## src/rtl/t01_speed_ramp_ctrl.sv

```systemverilog
// t01_speed_ramp_ctrl
// Speed ramp for a falling-block game. The current score sets a speed level.
// The level sets the drop period, and a free-running counter emits drop_tick
// once per period while the game is running. Pause freezes the counter, and
// the clear gamestate returns everything to level 0.
// Optional feature: define T01_SPEED_SOFT_DROP_EN to let soft_drop select
// SOFT_PERIOD while running. When it is undefined, soft_drop is ignored.
module t01_speed_ramp_ctrl #(
  parameter int         SCORE_W     = 10,
  parameter int         LEVEL_W     = 5,
  parameter int         PERIOD_W    = 25,
  parameter int         STEP        = 10,
  parameter int         MAX_LEVEL   = 15,
  parameter int         BASE_PERIOD = 12_500_000,
  parameter int         PERIOD_DEC  = 1_000_000,
  parameter int         MIN_PERIOD  = 1_000_000,
  parameter int         SOFT_PERIOD = 500_000,
  parameter logic [3:0] CLEAR_STATE = 4'd9
) (
  input  logic                clk,
  input  logic                reset_n,
  input  logic [SCORE_W-1:0]  current_score,
  input  logic [3:0]          gamestate,
  input  logic                pause,
  input  logic                soft_drop,
  output logic                drop_tick,
  output logic [LEVEL_W-1:0]  level,
  output logic [PERIOD_W-1:0] period,
  output logic                level_up
);

  localparam int WIDE_W = PERIOD_W + LEVEL_W;

`ifdef T01_SPEED_SOFT_DROP_EN
  localparam bit SOFT_EN = 1'b1;
`else
  localparam bit SOFT_EN = 1'b0;
`endif

  typedef enum logic [1:0] {
    IDLE = 2'd0,
    RUN  = 2'd1,
    HOLD = 2'd2
  } state_t;

  state_t                state_p1;
  state_t                state_nxt;
  logic [PERIOD_W-1:0]   cnt_p1;
  logic [PERIOD_W-1:0]   cnt_nxt;
  logic [LEVEL_W-1:0]    level_nxt;
  logic [LEVEL_W-1:0]    target_lvl;
  logic [PERIOD_W-1:0]   period_nxt;
  logic                  tick_nxt;
  logic                  level_up_nxt;
  logic                  clear;
  logic                  run_cnt;

  // The target level is score / STEP, saturated at MAX_LEVEL.
  function automatic logic [LEVEL_W-1:0] sat_level(input logic [SCORE_W-1:0] score);
    logic [SCORE_W-1:0] quo;
    quo = score / SCORE_W'(STEP);
    if (32'(quo) >= 32'(MAX_LEVEL))
      return LEVEL_W'(MAX_LEVEL);
    return LEVEL_W'(quo);
  endfunction

  // The base period drops with each level and is floored at MIN_PERIOD.
  // The subtraction is done wide so that it never wraps below zero.
  function automatic logic [PERIOD_W-1:0] floor_period(input logic [LEVEL_W-1:0] lvl);
    logic [WIDE_W-1:0] dec;
    logic [WIDE_W-1:0] diff;
    dec = WIDE_W'(lvl) * WIDE_W'(PERIOD_DEC);
    if (dec >= WIDE_W'(BASE_PERIOD))
      return PERIOD_W'(MIN_PERIOD);
    diff = WIDE_W'(BASE_PERIOD) - dec;
    if (diff < WIDE_W'(MIN_PERIOD))
      return PERIOD_W'(MIN_PERIOD);
    return PERIOD_W'(diff);
  endfunction

  assign clear      = (gamestate == CLEAR_STATE);
  assign target_lvl = sat_level(current_score);

  // Stage p0: next state, level, active period and counter.
  // The counter advances only when this cycle and the next are both RUN.
  // This keeps pause entry, pause exit and clear from emitting a tick.
  always_comb begin
    state_nxt    = state_p1;
    level_nxt    = level;
    period_nxt   = period;
    cnt_nxt      = cnt_p1;
    tick_nxt     = 1'b0;
    level_up_nxt = 1'b0;
    run_cnt      = 1'b0;

    if (clear) begin
      state_nxt = IDLE;
    end else begin
      case (state_p1)
        IDLE:    state_nxt = RUN;
        RUN:     if (pause)  state_nxt = HOLD;
        HOLD:    if (!pause) state_nxt = RUN;
        default: state_nxt = IDLE;
      endcase
    end

    if (clear)
      level_nxt = '0;
    else if (target_lvl > level)
      level_nxt = target_lvl;
    level_up_nxt = (level_nxt > level);

    if (SOFT_EN && soft_drop && (state_nxt == RUN))
      period_nxt = PERIOD_W'(SOFT_PERIOD);
    else
      period_nxt = floor_period(level_nxt);

    run_cnt = (state_p1 == RUN) && (state_nxt == RUN);
    if (clear || (state_p1 == IDLE)) begin
      cnt_nxt = '0;
    end else if (run_cnt) begin
      if (cnt_p1 >= period - PERIOD_W'(1)) begin
        cnt_nxt  = '0;
        tick_nxt = 1'b1;
      end else begin
        cnt_nxt = cnt_p1 + PERIOD_W'(1);
      end
    end
  end

  // Stage p1: every output is registered.
  always_ff @(posedge clk or negedge reset_n) begin
    if (!reset_n) begin
      state_p1  <= IDLE;
      cnt_p1    <= '0;
      level     <= '0;
      period    <= PERIOD_W'(BASE_PERIOD);
      drop_tick <= 1'b0;
      level_up  <= 1'b0;
    end else begin
      state_p1  <= state_nxt;
      cnt_p1    <= cnt_nxt;
      level     <= level_nxt;
      period    <= period_nxt;
      drop_tick <= tick_nxt;
      level_up  <= level_up_nxt;
    end
  end

endmodule

```

## config.mk

```make
export PLATFORM = sky130hd
export DESIGN_NAME = t01_speed_ramp_ctrl
export DESIGN_NICKNAME = d
export VERILOG_FILES = /design/src/rtl/t01_speed_ramp_ctrl.sv
export SDC_FILE = /design/constraint.sdc
export NUM_CORES = 1
export LEC_CHECK = 0
export ABC_CLOCK_PERIOD_IN_PS = 13400
export CAP_MARGIN = 20
export CORE_AREA = 2 2 179 111
export DETAILED_ROUTE_END_ITERATION = 6
export DIE_AREA = 0 0 181 113
export HOLD_SLACK_MARGIN = 0.05
export SETUP_SLACK_MARGIN = 0.02
export SYNTH_ARGS = -nofsm -noshare
export SYNTH_HDL_FRONTEND = slang
export SYNTH_SLANG_ARGS = --single-unit
```

## constraint.sdc

```tcl
create_clock -name clk -period 13.4 [get_ports clk]
set_clock_uncertainty 0.2 [all_clocks]
set_input_delay 2.01 -clock clk [delete_from_list [all_inputs] [get_ports clk]]
set_output_delay 2.01 -clock clk [all_outputs]
set_load 0.01 [all_outputs]
```

Word level (Yosys, flattened, before mapping)
Index checks and enable logic that the tools add are counted.
W data, S select, Z words.
{"block": "word_totals", "out_inout_bits": 32, "regBits": 59, "inputBits": 18, "elab_cells": 47}
{"block": "classes", "order_cmp": 6, "mux": 22, "div_mod_pow": 1, "n_mul": 1, "n_eq_ne": 4, "n_reduce_logical": 4, "addsub": 3}
{"operator": "$mux W25", "n": 7}
{"operator": "$lt A30 B20 Y1 const B", "n": 1}
{"operator": "$sub A24 B25 Y26 const A", "n": 1}
{"operator": "$add A25 B1 Y25 const B", "n": 1}
{"operator": "$ge A25 B24 Y1 const B", "n": 1}
{"operator": "$ge A25 B25 Y1", "n": 1}
{"operator": "$sub A25 B1 Y25 const B", "n": 1}
{"operator": "$mux W5", "n": 4}
{"operator": "$mul A5 B14 Y19 const B", "n": 1}
{"operator": "$div A10 B4 Y10 const B", "n": 1}
{"operator": "$ge A10 B4 Y1 const B", "n": 1}
{"operator": "$gt A5 B5 Y1", "n": 2}
{"operator": "$mux W1", "n": 7}
{"operator": "$mux W2", "n": 3}
{"operator": "$pmux W2 S3", "n": 1}
{"operator": "$eq A2 B1 Y1 const B", "n": 2}
{"operator": "$eq A4 B4 Y1 const B", "n": 1}
{"operator": "$eq A2 B2 Y1 const B", "n": 1}
{"operator": "$logic_not A2 Y1", "n": 1}
{"operator": "$reduce_bool A2 Y1", "n": 1}
{"operator": "$logic_and A1 B1 Y1", "n": 1}
{"operator": "$logic_or A1 B1 Y1", "n": 1}

Depth between registers and ports, before layout
Gate-level depths: netlist of run 1.
{"block": "logic_depth", "ltp_word": 14, "ltp_mapped": 35, "mapped_depth_nobuf": 31}

Least setup slack after synthesis of run 1
No wires, ideal clock.
{"block": "synth_path", "path_kind": "input port to flip-flop", "from": "in current_score[7]", "to": "reg period[17]", "t_arrival_ns": 8.934, "path_buffers": 2, "t_required_ns": 13.128, "setup_ns": 0.072, "setup_slack_ns": 4.194, "path_stages": 33, "path_cell_list": "buf_2 > and4bb_1 > and2_1 > o41a_4 > nor3_4 > nor3b_1 > a2111o_1 > nand2_1 > nor2_1 > ha_1 > nand4_1 > mux2i_1 > a21oi_1 > clkbuf_1 > nor2_1 > a31oi_1 > nand2_1 > inv_1 > ha_1 > ha_1 > fa_1 > ha_1 > nand2_1 > or3_1 > o31a_1 > xor2_1 > or3_1 > nor2_1 > nand2_1 > or2_4 > a32o_2 > a221o_1 > o21ai_1"}
{"block": "synth_via", "elab_chain_len": 14, "elab_cells_between_ends": 17, "classes_between": "add/sub: 1; mul: 1; div: 1; order compare: 4; mux: 10"}
{"item": "start: declaration", "line_no": "22", "source": "input logic [SCORE_W-1:0] current_score,"}
{"item": "$div A10 B4 Y10 *", "line_no": "61", "source": "quo = score / SCORE_W'(STEP);"}
{"item": "$ge A10 B4 Y1", "line_no": "62", "source": "if (32'(quo) >= 32'(MAX_LEVEL))"}
{"item": "$mux W1", "line_no": "62"}
{"item": "$mux W5 *", "line_no": "64", "source": "return LEVEL_W'(quo);"}
{"item": "$gt A5 B5 Y1", "line_no": "109", "source": "else if (target_lvl > level)"}
{"item": "$mux W5 *", "line_no": "109"}
{"item": "$mux W5 *", "line_no": "107", "source": "if (clear)"}
{"item": "via level_nxt[2]", "line_no": "50", "source": "logic [LEVEL_W-1:0] level_nxt;"}
{"item": "$mul A5 B14 Y19 *", "line_no": "72", "source": "dec = WIDE_W'(lvl) * WIDE_W'(PERIOD_DEC);"}
{"item": "$sub A24 B25 Y26", "line_no": "75", "source": "diff = WIDE_W'(BASE_PERIOD) - dec;"}
{"item": "$lt A30 B20 Y1", "line_no": "76", "source": "if (diff < WIDE_W'(MIN_PERIOD))"}
{"item": "$mux W1", "line_no": "76"}
{"item": "$mux W1", "line_no": "75"}
{"item": "$mux W25", "line_no": "78", "source": "return PERIOD_W'(diff);"}
{"item": "$mux W25 *", "line_no": "75"}
{"item": "via period_nxt[17]", "line_no": "52", "source": "logic [PERIOD_W-1:0] period_nxt;"}
{"item": "end signal: assignment", "line_no": "137", "source": "period <= PERIOD_W'(BASE_PERIOD);"}
{"item": "end signal: assignment", "line_no": "144", "source": "period <= period_nxt;"}
{"item": "end: declaration", "line_no": "28", "source": "output logic [PERIOD_W-1:0] period,"}
The timed path passes the listed nets; every way through them passes the cells marked *. The select of a mux whose other input is x is not followed.
A chain may end at the register's enable or synchronous reset.

Worst setup path in the final report of run 1
{"block": "layout_path", "from": "in current_score[9]", "to": "reg period[6]"}
Same word-level chain as after synthesis.

==> impl_metrics.tcl, run 1 <==
set metrics [dict create \
    ys_ff_latch 54 \
    worstPathRequired_ns 13.41 \
    synth_top_family_by_area "compound AO/OA/AOI/OAI gates" \
    dieArea_mm2 0.0205 \
    synth_compound_area_share_pct 24.2 \
    initial_core_util_pct 29.7 \
    port-buffer-count 42 \
    startpoint "current_score[9]" \
    synth_xor_xnor_area_share_pct 7.71 \
    status "finished clean" \
    yosys_most_used_dff "dfrtp_1" \
    place_congestion 0.855 \
    cts_num_sinks 54 \
    fin_nets 765 \
    report.final.hold_viol_count 0 \
    holdCritPathClass "register to register" \
    die_y_um 113 \
    final-seq-area_mm2 0.00137 \
    core_area_mm2 0.0187 \
    synthArstFlopShare_pct 100 \
    yosys.area_share.simple_pct 22.6 \
    post_cts_buffers 0 \
    synth-edff-count 0 \
    tightest_slew_ns 0.868 \
    setup-violations-final 0 \
    cp_slowest_stage_delay_ns 0.95 \
    row_count 39 \
    min_to "cnt_p1[2]$_DFFE_PN0P_" \
    fmax_mhz 89.4 \
    via_per_inst 5.32 \
    clk_latency_ns 0.30 \
    r2r_start "level[1]$_DFF_PN0_" \
    cts.clk_slew.worst_paths_ns 0.07 \
    cp.buffers_inverters 3 \
    min_from "cnt_p1[2]$_DFFE_PN0P_" \
    io_pins 50 \
    slowest_stage "clkdlybuf4s50_1" \
    overflow 0 \
    synth_seq_area_share_pct 24.5 \
    chipWidth_um 181 \
    antenna_found_initial 0 \
    ys_warn_count 0 \
    worstSetupPathType "input pin to register" \
    drive_gt1_share_pct 7.34 \
    firstDrtPassIters 7 \
    synth_cell_types 88 \
    syn-instance-count 645 \
    multi_input_area_mm2 0.00400 \
    cp_top_family "compound AO/OA/AOI/OAI gates" \
    diodes 0 \
    max_cap_viol_count 0 \
    worstPathMaxFanout 17 \
    drt-total-wl_mm 14.2 \
    fin_crit_sh_pct 83.5 \
    grt_pass1_wl_mm 23.4 \
    cts_hold_buffers 0 \
    drt_iter0_drc 375 \
    clockRootBuffer "clkbuf_16" \
    grt_pass1_vias 4399 \
    synth_area_per_cell_um2 8.63 \
    fin_setup_tns_ns 0 \
    critical_path.endpoint_type "register" \
    start_kind "input pin" \
    synthMuxAreaShare_pct 0.562 \
    worst_path_most_repeated_cell "ha_1" \
    drc 0 \
    vias 4928 \
    cts_tree "done" \
    htreeDepth 2 \
    nFillCells 1961 \
    slew_viol_final 0 \
    rr_worst_depth 25 \
    slew_headroom_pct 42.1 \
    syn_to_final_growth_pct 14.3 \
    syn-cell-area_mm2 0.00557 \
    ctsResizeCount 0 \
    worstPathArrival_ns 11.20 \
    final.min_clock_period_ns 11.19 \
    grt_max_degree 55 \
    rsz0062_at_grt "no" \
    grtUsageTotal_pct 14.0 \
    ant_nets 0 \
    whs_path_depth 1 \
    worst_r2r_endpoint "period[6]$_DFF_PN0_" \
    r2r_setup_slack_ns 6.23 \
    cts_buffers 5 \
    wire_per_inst_um 15.3 \
    synthAdderAreaFrac_pct 16.2 \
    dpl.hpwl_mm 11.0 \
    clock_path_buffers 2 \
]
-- cell type report --
cell class	instances	share of cell area, %
Clock buffer	7	2.24
Clock inverter	1	0.0786
Inverter	25	1.47
Multi-Input combinational cell	547	62.8
Sequential cell	54	21.5
Tap cell	246	4.83
Timing Repair Buffer	47	7.11
-- through the flow --
| stage | setup WS (ns) | util [%] | hold slack, ns | cells | cell area, um2 |
|---|---|---|---|---|---|
| floorplan | 4.19 | - | 0.257 | 651 | 5590 |
| global placement | 1.99 | 33.2 | 0.286 | 919 | 6220 |
| detailed placement | 1.97 | 33.2 | 0.284 | 919 | 6220 |
| CTS | 2.26 | 34.0 | 0.294 | 927 | 6370 |
| global route | 1.38 | 34.0 | 0.306 | 927 | 6370 |
| finish | 2.21 | 34.0 | 0.298 | 927 | 6370 |
-- layer usage --
metal  track usage (%)  wire (um)  vias to the layer above
met2              19.1       5290                      120
met1              22.6       8000                     2345
met3              2.74        776                       12
met5                 0          0                        -
met4              2.28         92                        0
li1                  -          -                     2451
-- registers in the layout, indices dropped and copies added, names as in the netlist --
signal / flops
level: 5
cnt_p1: 25
state_p1: 2
drop_tick: 1
level_up: 1
period: 20
-- worst register-to-register path, cell delays in order, from the launching register on --
cell and delay (ns):
dfrtp_1 0.42, inv_1 0.11, ha_1 0.31, nor2b_1 0.13, o211ai_1 0.11, a21oi_1 0.47
buf_4 0.27, nor2_1 0.05, a31oi_1 0.19, nand2_1 0.13, inv_1 0.40, ha_1 0.33
ha_1 0.31, fa_1 0.46, ha_1 0.36, nand2_1 0.06, or3_1 0.29, o31a_1 0.28
o21ai_0 0.28, a21o_1 0.17, a21oi_1 0.07, xnor2_1 0.49, nand3_1 0.12, o21ai_0 0.52
and4b_1 0.34, o21ai_1 0.22
-- cells in the final DEF (no fill, tap or decap), types with 7 or more instances in the layout --
| master | synthesis | layout |
|---|---|---|
| a21o_1 | 19 | 19 |
| a21oi_1 | 51 | 50 |
| a31oi_1 | 27 | 27 |
| and3_1 | 24 | 24 |
| clkdlybuf4s50_1 | 0 | 41 |
| conb_1 | 1 | 7 |
| dfrtp_1 | 42 | 42 |
| dfstp_2 | 12 | 12 |
| ha_1 | 61 | 61 |
| inv_1 | 25 | 25 |
| nand2_1 | 35 | 35 |
| nand2b_1 | 29 | 29 |
| nand3_1 | 16 | 16 |
| nor2_1 | 43 | 43 |
| nor2b_1 | 13 | 13 |
| nor3_1 | 14 | 14 |
| o211ai_1 | 9 | 9 |
| o21ai_0 | 18 | 18 |
| xnor2_1 | 33 | 33 |
| xor2_1 | 16 | 16 |
-- Yosys cell counts, drive strengths merged (3+ instances only) --
| master | instances | area share (%) |
|---|---|---|
| nor2b | 14 | 1.6 |
| a211oi | 6 | 0.99 |
| buf | 15 | 1.8 |
| dfstp | 12 | 5.7 |
| nor3b | 3 | 0.40 |
| ha | 61 | 14 |
| nand2 | 35 | 2.4 |
| o21a | 5 | 0.67 |
| nand4 | 5 | 0.56 |
| and3 | 24 | 2.7 |
| nor4 | 7 | 0.90 |
| and2 | 6 | 0.72 |
| a22o | 3 | 0.47 |
| fa | 6 | 2.2 |
| and4 | 4 | 0.63 |
| a21o | 19 | 2.6 |
| a31o | 5 | 0.79 |
| nor3 | 15 | 1.6 |
| o21ai | 24 | 2.2 |
| a2111oi | 3 | 0.47 |
| xnor2 | 33 | 5.2 |
| a21boi | 5 | 0.67 |
| nand3 | 16 | 1.4 |
| clkbuf | 10 | 0.67 |
| or2 | 7 | 0.83 |
| xor2 | 16 | 2.5 |
| o31ai | 3 | 0.40 |
| nor2 | 43 | 2.9 |
| o211ai | 9 | 1.2 |
| inv | 25 | 1.7 |
| nand2b | 29 | 3.3 |
| dfrtp | 42 | 19 |
| a21oi | 52 | 4.7 |
| o22ai | 3 | 0.34 |
| a31oi | 27 | 3.0 |
-- logic make-up after synthesis --
family,count (synthesis)
simple gates,225
compound gates,194
fa+ha+maj,69
flops,54
buf+inv,50
xor+xnor,49
mux,3
other cells,1
-- how the worst max path moves through the flow --
stage	end	cells past startpoint	slack (ns)
2_1_floorplan	period[17]$_DFF_PN1_	33	4.19
3_3_place_gp	period[6]$_DFF_PN0_	33	1.99
3_5_place_dp	period[6]$_DFF_PN0_	33	1.97
4_1_cts	period[6]$_DFF_PN0_	33	2.26
5_1_grt	period[8]$_DFF_PN0_	33	1.38
6_report	period[6]$_DFF_PN0_	33	2.21
Power of run 1 is not shown: default switching activity piles up to over one toggle a cycle in this logic, so the estimate is an artifact.
==> inputs of run 2 (changes only) <==
- ABC_CLOCK_PERIOD_IN_PS: 13400 -> 10400
- clock period: 13.4 -> 10.4 ns (I/O delays scaled with it)
==> run 2 against run 1 <==
  * Die area is the same
  * Via count is essentially flat
  * First-iteration DRC count shrank 23%
  * Hold slack gained 0.014 ns
  * Critical path type unchanged
  * Non-clock buffer count grew 13
  * Wire length grew 0.69%
  * Setup slack lost 1.6 ns
  * Final cell count grew 1.4%
  * Utilization grew 0.63 points
  * Register-to-register slack lost 2.3 ns
  * Cell area grew 1.9%
  * Flip-flop and latch count is the same
==> impl_metrics.tcl, run 2 (synthesis results as in run 1) <==
set metrics [dict create \
    status "finished clean" \
    startpoint "current_score[4]" \
    max_cap_viol_count 0 \
    grtUsageTotal_pct 14.3 \
    worstSetupPathType "input pin to register" \
    clk_latency_ns 0.30 \
    antenna_found_initial 0 \
    grt_max_degree 55 \
    die_y_um 113 \
    fin_cells 940 \
    worstPathRequired_ns 10.40 \
    io_pins 50 \
    port-buffer-count 42 \
    cts_buffers 5 \
    htreeDepth 2 \
    cts_tree "done" \
    drt-total-wl_mm 14.3 \
    critical_path.endpoint_type "register" \
    largest_reg_flops 25 \
    grt_pass1_vias 4570 \
    placed_area_mm2 0.00632 \
    core_area_mm2 0.0187 \
    drive_gt1_share_pct 9.22 \
    fmax_mhz 103 \
    worstPathMaxFanout 17 \
    dpl.hpwl_mm 11.2 \
    fin_crit_sh_pct 93.7 \
    start_kind "input pin" \
    slew_headroom_pct 40.0 \
    setup-violations-final 0 \
    fin_setup_tns_ns 0 \
    slowest_stage "clkdlybuf4s50_1" \
    cts.clk_slew.worst_paths_ns 0.08 \
    tightest_slew_ns 0.900 \
    firstDrtPassIters 7 \
    drt_iter0_drc 288 \
    vias 4930 \
    overflow 0 \
    final.min_clock_period_ns 9.74 \
    worst_path_most_repeated_cell "ha_1" \
    rsz0062_at_grt "no" \
    finish.utilization_pct 34.6 \
    via_per_inst 5.24 \
    dpl.cell_count 932 \
    whs_path_depth 1 \
    clockRootBuffer "clkbuf_16" \
    row_count 39 \
    min_from "cnt_p1[2]$_DFFE_PN0P_" \
    diodes 0 \
    holdCritPathClass "register to register" \
    largest-register "cnt_p1" \
    rr_worst_depth 22 \
    report.final.hold_viol_count 0 \
    drc 0 \
    ant_nets 0 \
    wire_per_inst_um 15.2 \
    dieArea_mm2 0.0205 \
    grt_pass1_wl_mm 23.9 \
    initial_core_util_pct 29.7 \
    final_area_mm2 0.00648 \
    final_common_cell "ha_1" \
    reg.largest.list "cnt_p1 x25, period x20, level x5" \
    worstPathArrival_ns 9.74 \
    cp_slowest_stage_delay_ns 0.69 \
    cts_hold_buffers 0 \
    layout_common_cells "61 x ha_1, 50 x a21oi_1, 42 x nor2_1, 42 x dfrtp_1, 41 x clkdlybuf4s50_1" \
    syn_to_final_growth_pct 16.4 \
    fin_nets 778 \
    cts_num_sinks 54 \
    chipWidth_um 181 \
    slew_viol_final 0 \
    nFillCells 1968 \
    r2r_start "level[1]$_DFF_PN0_" \
    clock_path_buffers 2 \
    place_congestion 0.889 \
]
run 2: cell types whose count changed in the layout (fill, tap and decap cells not counted):
| cell | before | now |
|---|---|---|
| bufinv_16 | 0 | 1 |
| clkbuf_8 | 1 | 0 |
| nor2_1 | 43 | 42 |
| clkinv_2 | 1 | 0 |
| clkinvlp_4 | 0 | 1 |
| buf_4 | 5 | 18 |
| nor2_2 | 0 | 1 |
run 2: what timing repair did:
| action | CTS | global route |
|---|---|---|
| setup buffers | 0 | 0 |
| resized for setup | 0 | 1 |
| endpoints found under the setup margin | 0 | 10 |
run 2: routing by layer:
layer	routed length [um]	GRT usage, %
met1	8050	23.2
met2	5370	19.3
met3	805	2.67
met4	30	2.11
met5	0	0
run 2: final timing paths:
kind	slack (ns)	to
max reg2reg	3.97	period[6]$_DFF_PN0_
min in group asynchronous	1.17	level[3]$_DFF_PN0_
min	0.31	cnt_p1[2]$_DFFE_PN0P_
max	0.66	period[6]$_DFF_PN0_
min reg2reg	0.31	cnt_p1[2]$_DFFE_PN0P_
max in group asynchronous	8.32	cnt_p1[17]$_DFFE_PN0P_
run 2: area by class of cell:
cell class | count | area (um2) | share of cell area [%]
multi-input cells | 547 | 4000 | 61.7
flip-flops and latches | 54 | 1370 | 21.1
repair buffers | 60 | 551 | 8.49
well taps | 246 | 308 | 4.75
clock buffers | 6 | 129 | 1.99
inverters | 25 | 93.8 | 1.45
clock inverters | 2 | 37.5 | 0.579
run 2: critical path, delay by kind of cell:
| family | cells | cell delay, ns |
|---|---|---|
| compound gates | 12 | 3.42 |
| simple gates | 11 | 2.08 |
| fa+ha+maj | 5 | 1.65 |
| buf+inv | 2 | 0.84 |
| xor+xnor | 1 | 0.19 |
run 2: per-stage QoR:
step | setup WS (ns) | hold slack, ns
finish | 0.656 | 0.313
global route | 0.119 | 0.325
CTS | 0.518 | 0.300
detailed placement | 0.229 | 0.287
global placement | 0.335 | 0.289
floorplan | 1.64 | 0.257
Power of run 2 is left out for the same reason.
==> inputs of run 3 (changes only) <==
- CTS_CLUSTER_SIZE: unset -> 40
- SETUP_SLACK_MARGIN: 0.02 -> unset
==> results of run 3 <==
No change in the layout: final DEF, timing and power equal those of run 2.
Power of run 3 is left out for the same reason.
